===== config.mk =====
export PLATFORM = sky130hd
export DESIGN_NAME = cp0_unit
export DESIGN_NICKNAME = d
export VERILOG_FILES = /design/src/rtl/cp0_unit.sv
export SDC_FILE = /design/constraint.sdc
export NUM_CORES = 1
export LEC_CHECK = 0
export BUFFER_PORTS_ARGS = -buffer_cell sky130_fd_sc_hd__buf_2
export CAP_MARGIN = 40
export CELL_PAD_IN_SITES_DETAIL_PLACEMENT = 1
export CELL_PAD_IN_SITES_GLOBAL_PLACEMENT = 1
export CORE_MARGIN = 2
export CORE_UTILIZATION = 40
export DETAILED_ROUTE_END_ITERATION = 8
export GPL_ROUTABILITY_DRIVEN = 0
export PLACE_DENSITY_LB_ADDON = 0.1
export SYNTH_ARGS = -nofsm -noshare
export SYNTH_HDL_FRONTEND = slang
export SYNTH_SLANG_ARGS = --single-unit

===== constraint.sdc =====
create_clock -name clk -period 4.9 [get_ports clk]
set_clock_uncertainty 0.15 [all_clocks]
set_input_delay 0.98 -clock clk [delete_from_list [all_inputs] [get_ports clk]]
set_output_delay 0.98 -clock clk [all_outputs]
set_load 0.05 [all_outputs]

===== src/rtl/cp0_unit.sv =====
// rtl/cp0_unit.sv - CP0 register block: Status/Cause/EPC/Count/Compare, interrupt sync and timer
module cp0_unit #(
    parameter logic [31:0] HANDLER_ADDR = 32'h0000_0004,
    parameter int          NUM_HW_INT   = 2
) (
    input  logic                  clk,
    input  logic                  reset,
    input  logic                  cp0_we,
    input  logic [1:0]            cp0_dst,
    input  logic [2:0]            cause_code,
    input  logic [2:0]            data_sel,
    input  logic                  eret,
    input  logic [4:0]            rd_addr,
    input  logic [31:0]           gpr_data,
    input  logic [31:0]           pc_in,
    input  logic [NUM_HW_INT-1:0] hw_int,
    output logic [31:0]           rdata,
    output logic [31:0]           epc_out,
    output logic [31:0]           handler_addr,
    output logic                  int_req,
    output logic                  exl,
    output logic                  timer_irq
);

    localparam logic [4:0] IDX_COUNT   = 5'd9;
    localparam logic [4:0] IDX_COMPARE = 5'd11;
    localparam logic [4:0] IDX_STATUS  = 5'd12;
    localparam logic [4:0] IDX_CAUSE   = 5'd13;
    localparam logic [4:0] IDX_EPC     = 5'd14;

    logic                  ie_q, ie_d;
    logic                  exl_q, exl_d;
    logic [2:0]            im_q, im_d;
    logic [2:0]            ip_q, ip_d;
    logic [4:0]            exc_q, exc_d;
    logic [31:0]           epc_q, epc_d;
    logic [31:0]           count_q, count_d;
    logic [31:0]           compare_q, compare_d;
    logic                  int_req_q, int_req_d;
    logic [NUM_HW_INT-1:0] sync1_q, sync2_q, sync3_q;
    logic [NUM_HW_INT-1:0] hw_edge;
    logic                  mtc0;

    assign hw_edge = sync2_q & ~sync3_q;
    assign mtc0    = cp0_we && (cp0_dst == 2'b00);

    always_comb begin
        ie_d      = ie_q;
        exl_d     = exl_q;
        im_d      = im_q;
        ip_d      = ip_q;
        exc_d     = exc_q;
        epc_d     = epc_q;
        count_d   = count_q + 32'd1;
        compare_d = compare_q;

        if (count_q == compare_q) begin
            ip_d[2] = 1'b1;
        end

        if (mtc0) begin
            case (rd_addr)
                IDX_COUNT:   count_d = gpr_data;
                IDX_COMPARE: begin
                    compare_d = gpr_data;
                    ip_d[2]   = 1'b0;
                end
                IDX_STATUS: begin
                    ie_d  = gpr_data[0];
                    exl_d = gpr_data[1];
                    im_d  = gpr_data[12:10];
                end
                IDX_CAUSE:   ip_d[1:0] = gpr_data[11:10];
                IDX_EPC:     epc_d = gpr_data;
                default: ;
            endcase
        end

        // Edge-set beats a same-cycle software clear of the IP bit.
        for (int i = 0; i < NUM_HW_INT; i++) begin
            if (hw_edge[i]) begin
                ip_d[i] = 1'b1;
            end
        end

        if (cp0_we && (cp0_dst == 2'b01)) begin
            case (data_sel)
                3'b000:  epc_d = gpr_data;
                3'b001:  epc_d = pc_in;
                3'b010:  epc_d = pc_in - 32'd4;
                default: epc_d = 32'd0;
            endcase
        end

        if (cp0_we && (cp0_dst == 2'b10)) begin
            exc_d = {2'b00, cause_code};
        end

        // Exception entry takes priority over a coincident eret.
        if (eret) begin
            exl_d = 1'b0;
        end
        if (cp0_we && (cp0_dst == 2'b11)) begin
            exl_d = 1'b1;
        end

        int_req_d = ie_q & ~exl_q & (|(ip_q & im_q));
    end

    always_ff @(posedge clk or posedge reset) begin
        if (reset) begin
            ie_q      <= 1'b0;
            exl_q     <= 1'b0;
            im_q      <= 3'b000;
            ip_q      <= 3'b000;
            exc_q     <= 5'd0;
            epc_q     <= 32'd0;
            count_q   <= 32'd0;
            compare_q <= 32'hFFFF_FFFF;
            int_req_q <= 1'b0;
            sync1_q   <= '0;
            sync2_q   <= '0;
            sync3_q   <= '0;
        end else begin
            ie_q      <= ie_d;
            exl_q     <= exl_d;
            im_q      <= im_d;
            ip_q      <= ip_d;
            exc_q     <= exc_d;
            epc_q     <= epc_d;
            count_q   <= count_d;
            compare_q <= compare_d;
            int_req_q <= int_req_d;
            sync1_q   <= hw_int;
            sync2_q   <= sync1_q;
            sync3_q   <= sync2_q;
        end
    end

    always_comb begin
        rdata = 32'd0;
        case (rd_addr)
            IDX_COUNT:   rdata = count_q;
            IDX_COMPARE: rdata = compare_q;
            IDX_STATUS:  rdata = {19'd0, im_q, 8'd0, exl_q, ie_q};
            IDX_CAUSE:   rdata = {19'd0, ip_q, 3'd0, exc_q, 2'd0};
            IDX_EPC:     rdata = epc_q;
            default:     rdata = 32'd0;
        endcase
    end

    assign epc_out      = epc_q;
    assign handler_addr = HANDLER_ADDR;
    assign int_req      = int_req_q;
    assign exl          = exl_q;
    assign timer_irq    = ip_q[2];

endmodule


**Yosys cells after proc, flatten, opt, wreduce, memory -nomap -nowiden**

Index checks and enable logic that the tools add are counted.

- Add/sub/neg operators: 2
- Equality and inequality tests: 11
- Multiplexer cells: 17
- Bitwise gates (word level): 6
- Reduce and logical (&&, ||, !) cells: 21

Operator list:

| cell | count |
|---|---|
| two-way mux 32 bit | 5 |
| case mux 32 bit (5 select lines) | 1 |
| case mux 32 bit (3 select lines) | 1 |
| adder 32 x 1 -> 32 bit (second input constant) | 1 |
| equality test 32 bit | 1 |
| subtractor 32 x 3 -> 32 bit (second input constant) | 1 |
| equality test 5 x 4 -> 1 bit (second input constant) | 5 |
| AND reduction 2 bit | 6 |
| nonzero test 2 bit | 6 |
| two-way mux 1 bit | 8 |
| nonzero test 3 bit | 2 |
| equality test 2 bit (second input constant) | 2 |
| logical AND 1 bit | 4 |
| bitwise AND 3 bit | 1 |
| equality test 3 x 1 -> 1 bit (second input constant) | 1 |
| equality test 3 x 2 -> 1 bit (second input constant) | 1 |
| zero test 3 bit | 1 |
| two-way mux 3 bit | 1 |
| OR reduction 3 bit | 1 |
| bitwise AND 1 bit | 2 |
| bitwise AND 2 bit | 1 |
| equality test 2 x 1 -> 1 bit (second input constant) | 1 |
| zero test 2 bit | 1 |
| two-way mux 2 bit | 1 |
| other kinds (2) | 2 |

- Register bits after elaboration: 114
- Bits of input ports: 83
- Output and inout bits: 99
- Logic and storage cells: 71

**Depth between registers and ports, before layout**

- Depth after elaboration: 5
- Depth in mapped cells: 8

**Worst setup path before layout**

Ideal clock, no wire load.

- Path kind: input port to output port
- Start point: input rd_addr[4]
- End point: output rdata[11]
- Arrival time: 2,436 ps
- Required time: 3,770 ps
- Setup slack: 1,334 ps
- Cell stages on the path: 4
- Cells stage by stage: nor4_1 clkbuf_1 a22oi_1 nand3_1

- Cells in the longest elaborated chain, start to end: 2
- Elaborated cells between the ends (all ways): 6
- Those cells by class: eq/ne: 5; mux: 1

Ends and longest elaborated chain:

| item | RTL line | text |
|---|---|---|
| start: declaration | 13 | `input logic [4:0] rd_addr,` |
| equality test 5 x 4 -> 1 bit | 142 | `case (rd_addr)` |
| case mux 32 bit (5 select lines) (*) | 142 |  |
| end: declaration | 17 | `output logic [31:0] rdata,` |

Mark *: on every way between the ends. The rest lies on a longest branch, timed or not.

**Worst setup path after layout**

- Start point: input rd_addr[4]
- End point: output rdata[31]

The elaborated chain is that of the path after synthesis.

==> metrics.cfg <==
[status]
outcome=complete, no violations

[sta]
tns_ns=0
maxSlewHeadroom_pct=37.4
maxSlewViolCount=0
worst_slew_pin_slew_ns=0.938
max_freq_ghz=0.269
period_needed_ns=3.71
finalHoldViolCount=0
setup_viol=0
setup_slack_ns=1.19
rsz0062_at_grt=no
fin_crit_sh_pct=75.8

[detailed_routing]
avgRoutedWirePerCell_um=24.2
antenna_left=0
drcViolationCount=0
num_vias=7138
wl_um=28300
dr.pass1.iters=5
drt_iter0_drc=627
detail_route.vias_per_cell=6.12

[global_routing]
grt_pass1_wl_um=42900
antenna_found_initial=0
grt-ovfl-total=0
grt_max_degree=54
grt_pass1_vias=7130
grt_usage_pct=29.0

[clock_network]
clockRootBuffer=clkbuf_16
clock_latency_ns=0.43
cts.path.max_buffers=2
cts_sinks=114
htree_levels=4
cts_hold_buf=0
cts_resized=0
postCtsSetupRepairBufs=0
cts_tree=built
numCtsBuffers=17
clk_pin_slew_ns=0.06

[cells_and_area]
drive_gt1_share_pct=30.6
layout_common_cells=buf_2, dfrtp_1, nor2_1
nets=1009
final_common_cell=buf_2
syn2layout_area_growth_pct=20.4
fin_util_pct=48.9
diodes=0
fillCellCount=2093

[setup_path]
worstReg2RegStart=count_q[2]
setup.worst_path.start=rd_addr[4]
ff2ff_path_depth=5
critical_path_class=in2out
cp_data_required_time_ns=3.77
cp_max_fo=33
cp.arrival_ns=2.58
reg2reg_to=count_q[31]
crit_end=rdata[31]
path_common_cell=buf_2
critPathSlowestCell=buf_4
max_stage_delay_ns=0.41
endpoint_kind=primary output
crit_chain=buf_2, nand2b_1, nor3_2, buf_4, a222oi_1, inv_1, buf_2
reg2reg_slack_ns=2.35
critPathLaunchType=input pin

[synth]
async_flop_share_pct=100
ys.flop_type=dfrtp_1
synth_seq_cells=114
synth_area_um2=7250
yosysSeqAreaShare_pct=39.9
yosys_warnings=0
synth.avg_cell_area_um2=9.17
synth_cell_types=60
synthCells=790
synth-edff-count=0

[pwr]
leakagePower_nw=3.88
p_sw_mw=1.23
seqPwrFrac_pct=37.8
p_sw_share_pct=36.2
internal_power_mw=2.17
power_frac_comb_pct=24.0
p_per_area_nw_per_um2=390
ir_drop_mv=0.198
clockPowerShare_pct=38.2

[floorplan]
rows=49
core_area_um2=17800
die-width_um=139
ios=182
dieArea_um2=19200
start_util_pct=40.6
die_h_um=139

[place]
hpwl_um=21100
numPortBuffers=149
place_worst_setup_slack_ns=1.28

[run]
drv_cap=0

[worst_hold_path]
min_path_type=reg2reg

-- Yosys cell counts (all sizes together) (9+ instances only) --
cell type	n	area [um^2]
dfrtp	82	2050
nor2	73	274
xnor2	62	543
a21oi	48	240
clkbuf	42	158
mux2	41	462
o21ai	40	200
nand2	39	146
buf	38	270
inv	37	139
dfstp	32	841
a222oi	31	310
nor3	24	120
nand3	23	115
a22oi	20	150
nand4	20	125
nor4	20	125
a221oi	10	87.6
or3	9	57.6
-- worst min-delay path by stage --
| stage | to | slack [ns] | cells after the start | startpoint |
|---|---|---|---|---|
| after floorplan | sync2_q[0] | 0.18 | 0 | sync1_q[0] |
| after global placement | sync2_q[0] | 0.19 | 0 | sync1_q[0] |
| after detailed placement | sync2_q[0] | 0.20 | 0 | sync1_q[0] |
| after CTS | sync2_q[0] | 0.22 | 0 | sync1_q[0] |
| after global routing | sync2_q[0] | 0.23 | 0 | sync1_q[0] |
| final | sync2_q[0] | 0.22 | 0 | sync1_q[0] |
-- sequential cells by signal (all words and copies together), names as in the netlist --
| register | flops |
|---|---|
| sync2_q | 2 |
| ie_q | 1 |
| im_q | 3 |
| epc_out | 32 |
| count_q | 32 |
| ip_q | 3 |
| compare_q | 32 |
| exl | 1 |
| sync1_q | 2 |
| int_req | 1 |
| sync3_q | 2 |
| exc_q | 3 |
-- routing by layer --
layer / vias up / part of all wire [%] / global-route usage (%) / routed length (um)
li1: 3155 / - / - / -
met1: 3622 / 43 / 39.9 / 12300
met2: 320 / 47 / 46.2 / 13400
met3: 41 / 6.9 / 5.42 / 1950
met4: 0 / 2.2 / 10.0 / 630
met5: - / 0 / 0 / 0
-- through the flow --
| step | area, um^2 | total power [mW] | hold slack (ns) | instances |
|---|---|---|---|---|
| floorplan | 7360 | 1.82 | 0.181 | 820 |
| global placement | 8090 | 2.07 | 0.193 | 1132 |
| detailed placement | 8100 | 2.10 | 0.200 | 1133 |
| CTS | 8720 | 3.41 | 0.220 | 1165 |
| global route | 8720 | 3.52 | 0.228 | 1166 |
| finish | 8720 | 3.40 | 0.218 | 1166 |
-- cell type report --
| class | instances | area (um^2) | area share, % |
|---|---|---|---|
| repair buffers | 165 | 863 | 9.90 |
| multi-input cells | 589 | 3920 | 45.0 |
| flip-flops and latches | 114 | 2890 | 33.2 |
| well taps | 229 | 287 | 3.28 |
| clock inverters | 14 | 179 | 2.05 |
| clock buffers | 18 | 439 | 5.03 |
| inverters | 37 | 141 | 1.62 |
-- critical path: cells and delay by family --
| family | cells | cell delay (ns) |
|---|---|---|
| buffers and inverters | 4 | 0.93 |
| and+or+nand+nor | 2 | 0.43 |
| AOI/OAI and AO/OA | 1 | 0.22 |
-- power by group through the flow --
| stage | sequential, mW | combinational, mW | clock [mW] |
|---|---|---|---|
| 3_5_place_dp | 1.29 | 0.808 | 0 |
| 2_1_floorplan | 1.36 | 0.460 | 0 |
| 5_1_grt | 1.30 | 0.866 | 1.36 |
| 6_report | 1.28 | 0.815 | 1.30 |
| 4_1_cts | 1.28 | 0.814 | 1.32 |
| 3_3_place_gp | 1.28 | 0.790 | 0 |
-- cells by family (layout without fill, tap and decap cells) --
family / Yosys count / count (layout) / synth area share, %
simple gates: 244 / 244 / 17.0
compound gates: 196 / 196 / 19.4
buf+inv: 117 / 234 / 7.82
flops: 114 / 114 / 39.9
xor+xnor: 68 / 68 / 8.22
mux: 47 / 47 / 7.20
fa+ha+maj: 2 / 2 / 0.345
other cells: 2 / 32 / 0.104
Power figures use the tool's default switching activity.
